===== src/rtl/spi_flash_responder.sv =====
// SPI flash-read target: READ (0x03) + word address, streams DATA_W-bit words MSB-first with prefetch.
// Define FAST_READ_EN to also accept FAST READ (0x0B) with 8 dummy SCLKs.
module spi_flash_responder #(
    parameter int ADDR_W      = 16,
    parameter int DATA_W      = 16,
    parameter int SYNC_STAGES = 2
) (
    input  logic              clk,
    input  logic              rst_n,
    input  logic              spi_cs,
    input  logic              spi_sclk,
    input  logic              spi_mosi,
    output logic              spi_miso_o,
    output logic              spi_miso_oe,
    output logic [ADDR_W-1:0] mem_addr,
    output logic              mem_rd,
    input  logic [DATA_W-1:0] mem_rdata,
    output logic              busy,
    output logic              cmd_err
);
    localparam int MAXB  = (ADDR_W > DATA_W) ? ((ADDR_W > 8) ? ADDR_W : 8)
                                             : ((DATA_W > 8) ? DATA_W : 8);
    localparam int CNT_W = $clog2(MAXB);

    typedef enum logic [2:0] {
        IDLE, CMD, ADDR, LOAD, DATA, IGNORE
`ifdef FAST_READ_EN
        , DUMMY
`endif
    } state_t;

    logic [SYNC_STAGES-1:0] cs_sync, sclk_sync, mosi_sync;
    logic                   sclk_q;
    logic                   cs_s, mosi_s, fall;

    state_t             state, state_nxt;
    logic [CNT_W-1:0]   bit_cnt, bit_cnt_nxt;
    logic [6:0]         op_sr, op_nxt;
    logic [ADDR_W-2:0]  addr_sr, addr_nxt;
    logic [DATA_W-2:0]  shift_reg, shift_nxt;
    logic [DATA_W-1:0]  prefetch_buf, pf_nxt;
    logic [ADDR_W-1:0]  mem_addr_nxt;
    logic               mem_rd_nxt, miso_nxt, oe_nxt, cmd_err_nxt;
    logic               rd_q;
    logic [7:0]         opcode;
    logic [ADDR_W-1:0]  addr_full;
`ifdef FAST_READ_EN
    logic               fast, fast_nxt;
`endif

    always_ff @(posedge clk or negedge rst_n) begin
        if (!rst_n) begin
            cs_sync   <= '1;
            sclk_sync <= '0;
            mosi_sync <= '0;
            sclk_q    <= 1'b0;
        end else begin
            cs_sync   <= {cs_sync[SYNC_STAGES-2:0], spi_cs};
            sclk_sync <= {sclk_sync[SYNC_STAGES-2:0], spi_sclk};
            mosi_sync <= {mosi_sync[SYNC_STAGES-2:0], spi_mosi};
            sclk_q    <= sclk_sync[SYNC_STAGES-1];
        end
    end

    assign cs_s      = cs_sync[SYNC_STAGES-1];
    assign mosi_s    = mosi_sync[SYNC_STAGES-1];
    assign fall      = sclk_q & ~sclk_sync[SYNC_STAGES-1];
    assign opcode    = {op_sr, mosi_s};
    assign addr_full = {addr_sr, mosi_s};
    assign busy      = (state != IDLE);

    always_ff @(posedge clk or negedge rst_n) begin
        if (!rst_n) begin
            state        <= IDLE;
            bit_cnt      <= '0;
            op_sr        <= '0;
            addr_sr      <= '0;
            shift_reg    <= '0;
            prefetch_buf <= '0;
            mem_addr     <= '0;
            mem_rd       <= 1'b0;
            rd_q         <= 1'b0;
            spi_miso_o   <= 1'b0;
            spi_miso_oe  <= 1'b0;
            cmd_err      <= 1'b0;
`ifdef FAST_READ_EN
            fast         <= 1'b0;
`endif
        end else begin
            state        <= state_nxt;
            bit_cnt      <= bit_cnt_nxt;
            op_sr        <= op_nxt;
            addr_sr      <= addr_nxt;
            shift_reg    <= shift_nxt;
            prefetch_buf <= pf_nxt;
            mem_addr     <= mem_addr_nxt;
            mem_rd       <= mem_rd_nxt;
            rd_q         <= mem_rd;
            spi_miso_o   <= miso_nxt;
            spi_miso_oe  <= oe_nxt;
            cmd_err      <= cmd_err_nxt;
`ifdef FAST_READ_EN
            fast         <= fast_nxt;
`endif
        end
    end

    always_comb begin
        state_nxt    = state;
        bit_cnt_nxt  = bit_cnt;
        op_nxt       = op_sr;
        addr_nxt     = addr_sr;
        shift_nxt    = shift_reg;
        pf_nxt       = prefetch_buf;
        mem_addr_nxt = mem_addr;
        mem_rd_nxt   = 1'b0;
        miso_nxt     = spi_miso_o;
        oe_nxt       = spi_miso_oe;
        cmd_err_nxt  = 1'b0;
`ifdef FAST_READ_EN
        fast_nxt     = fast;
`endif
        // cs high overrides everything, including an SCLK edge in the same clk
        if (cs_s) begin
            state_nxt   = IDLE;
            bit_cnt_nxt = '0;
            oe_nxt      = 1'b0;
            miso_nxt    = 1'b0;
        end else begin
            case (state)
                IDLE: begin
                    state_nxt   = CMD;
                    bit_cnt_nxt = '0;
`ifdef FAST_READ_EN
                    fast_nxt    = 1'b0;
`endif
                end
                CMD: if (fall) begin
                    op_nxt      = opcode[6:0];
                    bit_cnt_nxt = bit_cnt + CNT_W'(1);
                    if (bit_cnt == CNT_W'(7)) begin
                        bit_cnt_nxt = '0;
                        if (opcode == 8'h03) begin
                            state_nxt = ADDR;
`ifdef FAST_READ_EN
                        end else if (opcode == 8'h0B) begin
                            state_nxt = ADDR;
                            fast_nxt  = 1'b1;
`endif
                        end else begin
                            cmd_err_nxt = 1'b1;
                            state_nxt   = IGNORE;
                        end
                    end
                end
                ADDR: if (fall) begin
                    addr_nxt    = addr_full[ADDR_W-2:0];
                    bit_cnt_nxt = bit_cnt + CNT_W'(1);
                    if (bit_cnt == CNT_W'(ADDR_W-1)) begin
                        bit_cnt_nxt  = '0;
                        mem_addr_nxt = addr_full;
`ifdef FAST_READ_EN
                        if (fast) begin
                            state_nxt = DUMMY;
                        end else
`endif
                        begin
                            mem_rd_nxt = 1'b1;
                            state_nxt  = LOAD;
                        end
                    end
                end
`ifdef FAST_READ_EN
                DUMMY: if (fall) begin
                    bit_cnt_nxt = bit_cnt + CNT_W'(1);
                    if (bit_cnt == CNT_W'(7)) begin
                        bit_cnt_nxt = '0;
                        mem_rd_nxt  = 1'b1;
                        state_nxt   = LOAD;
                    end
                end
`endif
                // rd_q marks the clk in which mem_rdata answers the previous strobe
                LOAD: if (rd_q) begin
                    shift_nxt    = mem_rdata[DATA_W-2:0];
                    miso_nxt     = mem_rdata[DATA_W-1];
                    oe_nxt       = 1'b1;
                    mem_addr_nxt = mem_addr + ADDR_W'(1);
                    mem_rd_nxt   = 1'b1;
                    bit_cnt_nxt  = '0;
                    state_nxt    = DATA;
                end
                DATA: begin
                    if (rd_q) pf_nxt = mem_rdata;
                    if (fall) begin
                        if (bit_cnt == CNT_W'(DATA_W-1)) begin
                            shift_nxt    = prefetch_buf[DATA_W-2:0];
                            miso_nxt     = prefetch_buf[DATA_W-1];
                            mem_addr_nxt = mem_addr + ADDR_W'(1);
                            mem_rd_nxt   = 1'b1;
                            bit_cnt_nxt  = '0;
                        end else begin
                            shift_nxt   = {shift_reg[DATA_W-3:0], 1'b0};
                            miso_nxt    = shift_reg[DATA_W-2];
                            bit_cnt_nxt = bit_cnt + CNT_W'(1);
                        end
                    end
                end
                IGNORE: oe_nxt = 1'b0;
                default: state_nxt = IDLE;
            endcase
        end
    end
endmodule


===== config.mk =====
export PLATFORM = sky130hd
export DESIGN_NAME = spi_flash_responder
export DESIGN_NICKNAME = d
export VERILOG_FILES = /design/src/rtl/spi_flash_responder.sv
export SDC_FILE = /design/constraint.sdc
export NUM_CORES = 1
export LEC_CHECK = 0
export BUFFER_PORTS_ARGS = -buffer_cell sky130_fd_sc_hd__buf_2
export CAP_MARGIN = 20
export CORE_ASPECT_RATIO = 0.9
export CORE_MARGIN = 10
export CORE_UTILIZATION = 43
export CTS_CLUSTER_SIZE = 16
export DETAILED_ROUTE_END_ITERATION = 10
export SETUP_SLACK_MARGIN = 0.2
export SYNTH_ARGS = -nofsm -noshare
export SYNTH_HDL_FRONTEND = slang
export SYNTH_SLANG_ARGS = --single-unit

===== constraint.sdc =====
create_clock -name clk -period 2.4 [get_ports clk]
set_input_delay 0.12 -clock clk [delete_from_list [all_inputs] [get_ports clk]]
set_output_delay 0.12 -clock clk [all_outputs]
set_load 0.01 [all_outputs]

==> impl_metrics.py <==
metrics = {
    "run_status": {
        "outcome": "finished, final reports clean",
    },
    "drt": {
        "num_vias": 3058,
        "initialDrtViolationCount": 179,
        "drt-vias-per-instance": 5.32,
        "routed_wl_um": 9080,
        "first_pass_iters": 4,
        "drc_errors": 0,
        "wl_per_cell_um": 15.8,
        "ant_nets": 0,
    },
    "cells_and_area": {
        "syn2layout_area_growth_pct": 17.6,
        "antennaDiodeCount": 0,
        "top_regs": "mem_addr: 16 flops, prefetch_buf: 16 flops",
        "nFillCells": 846,
        "stdcell_count": 575,
        "drive_above_1_share_pct": 31.0,
        "layout.nets": 467,
    },
    "worst_setup_path": {
        "path_class": "reg -> reg",
        "arrival_ns": 2.29,
        "cpPeakStageDelay_ns": 0.52,
        "worst_path_max_delay_cell": "dfrtp_2",
        "cp.required_ns": 2.65,
        "cpLargestDelayFamily": "simple AND/OR/NAND/NOR gates",
        "critPathBufInv": 1,
        "end_kind": "flop",
        "crit_path_cell_trace": "or3b_1 > nand4bb_1 > nand2_2 > nand2_4 > inv_6 > o21ai_1 > a22o_1",
        "cp-start-kind": "flop",
        "path_max_fanout": 25,
    },
    "synthesis": {
        "synth_top_area_share_pct": 49.9,
        "ys_top_cells_by_area": "dfrtp_1 50%, mux2_2 14%, nand2_1 3.9%",
        "netlist_area_um2": 4310,
        "synth-edff-count": 0,
        "ys_types": 64,
        "syn_avg_cell_area_um2": 11.2,
        "synth_seq_cells": 88,
        "yosys-top-cells-count": "86 x dfrtp_1, 53 x mux2_2, 45 x nand2_1, 23 x o21ai_0, 19 x a21oi_1",
        "yosysTopAreaCell": "dfrtp_1",
        "synth_ff_type": "dfrtp_1",
        "yosys.cell_count.top_type": "dfrtp_1",
        "synth_nets": 408,
        "synth_cells": 385,
        "ys_seq_area_share_pct": 51.1,
        "ys_async_sr_fraction_pct": 100,
        "yosys_warnings": 0,
    },
    "placement": {
        "dp.cells": 541,
        "dp_hpwl_um": 6190,
        "gp_congestion": 0.823,
        "portBuffers": 41,
    },
    "grt": {
        "grt_max_degree": 46,
        "track_usage_pct": 12.7,
        "grt_antenna_before_repair": 0,
        "grt_first_pass_wirelength_um": 15100,
        "grt_pass1_vias": 3016,
        "grt_overflow": 0,
    },
    "die": {
        "die_y_um": 115,
        "num_io_pins": 42,
        "die_w_um": 126,
        "rows": 34,
        "core-area_um2": 9740,
        "die_area_um2": 14400,
        "start_util_pct": 44.3,
    },
    "cts": {
        "root_buffer": "clkbuf_8",
        "cts_made_buffers": 9,
        "clk_path_buf_depth": 2,
        "clk_pin_slew_worst_paths_ns": 0.09,
        "htree_levels": 3,
        "cts_sinks": 88,
        "clk_latency_ns": 0.36,
        "cts_tree": "done",
    },
    "power_and_ir_drop": {
        "p_leak_nw": 2.29,
        "powerDensity_nw_per_um2": 791,
        "peakVddDrop_uv": 565,
        "finalPower_w": 0.00401,
    },
    "sta": {
        "finClkSkew_ns": 0.00693,
        "slew_headroom_pct": 60.1,
        "setup-violations-final": 0,
        "min_period_over_period_pct": 85.3,
        "fin_crit_ns": 2.05,
        "whs_ns": 0.0212,
        "worst_pin_slew_ns": 0.598,
        "hold_violations": 0,
        "rsz0062_at_grt": "false",
        "slew_violations": 0,
        "max_freq_mhz": 489,
        "fin_setup_tns_ns": 0,
    },
    "worst_hold_path": {
        "hold_path.class": "in -> reg",
    },
    "run": {
        "maxCapViolations": 0,
    },
}
through the flow:
step           setup WS, ns  cell area, um2  utilization [%]
6_report              0.353            5070             52.0
3_3_place_gp          0.331            4620             47.4
5_1_grt               0.219            5070             52.0
4_1_cts               0.223            5050             51.8
3_5_place_dp          0.257            4620             47.4
2_1_floorplan         0.539            4310                -
kinds of logic (layout without fill, tap and decap cells):
logic type      count (synthesis)  count (layout)  synth area share (%)
fa+ha+maj                       3               3                 0.812
flops                          88              88                  51.1
buf+inv                        27              91                  3.71
mux                            69              69                  17.6
simple gates                  113             113                  14.1
compound gates                 85              85                  12.7
power by group:
group	leakage (nW)	switching [W]	internal (W)
clock network	0.126	0.000516	0.000746
logic	1.01	0.000475	0.000431
registers	1.15	0.000164	0.00168
per-layer routing:
metal	vias up	wire, um	global-route usage, %	part of all wire, %
met5	-	0	0	0
li1	1515	-	-	-
met4	0	89	3.68	0.98
met1	1481	4490	16.9	49
met3	9	450	4.65	5.0
met2	53	4050	19.0	45
worst reg2reg max path: cells and delay by family (launching register included):
family	cells	cell delay, ns
buf+inv	1	0.18
compound gates	2	0.35
flops	1	0.52
simple gates	4	0.89
layout by cell type, fill, tap and decap left out, types with 8 or more instances in the layout:
cell type      count
a21oi_1           19
buf_2             40
buf_4              8
clkbuf_8          11
dfrtp_1           85
dlygate4sd3_1     17
mux2_2            53
mux2i_1           16
nand2_1           45
nand3_1            9
nor2_1            16
o21ai_0           23
path summary, 6_finish.rpt:
kind / start / to / slack (ns) / cells after the start
min in group asynchronous: rst_n / shift_reg[3] / 0.29 / 2
hold reg to reg: mosi_sync[0] / mosi_sync[1] / 0.35 / 0
hold / removal: mem_rdata[15] / prefetch_buf[15] / 0.02 / 2
max in group asynchronous: rst_n / cs_sync[1] / 1.41 / 3
setup reg to reg: state[0] / mem_addr[7] / 0.35 / 7
setup / recovery: state[0] / mem_addr[7] / 0.35 / 7
what timing repair did:
action / 4_1_cts / 5_1_grt
buffers inserted: 0 / 1
hold buffers: 17 / 0
gates resized for setup: 0 / 2
setup endpoints to repair: 0 / 13
endpoints found under the hold margin: 60 / 0
cell type report:
| cell class | instances | area (um2) | share of cell area (%) |
|---|---|---|---|
| inverters | 8 | 35.0 | 0.691 |
| repair buffers | 67 | 470 | 9.28 |
| well taps | 126 | 158 | 3.11 |
| clock buffers | 11 | 151 | 2.99 |
| multi-input cells | 270 | 1950 | 38.4 |
| clock inverters | 5 | 103 | 2.02 |
| flip-flops and latches | 88 | 2210 | 43.5 |
No activity file was read; power rests on OpenSTA's default activity.
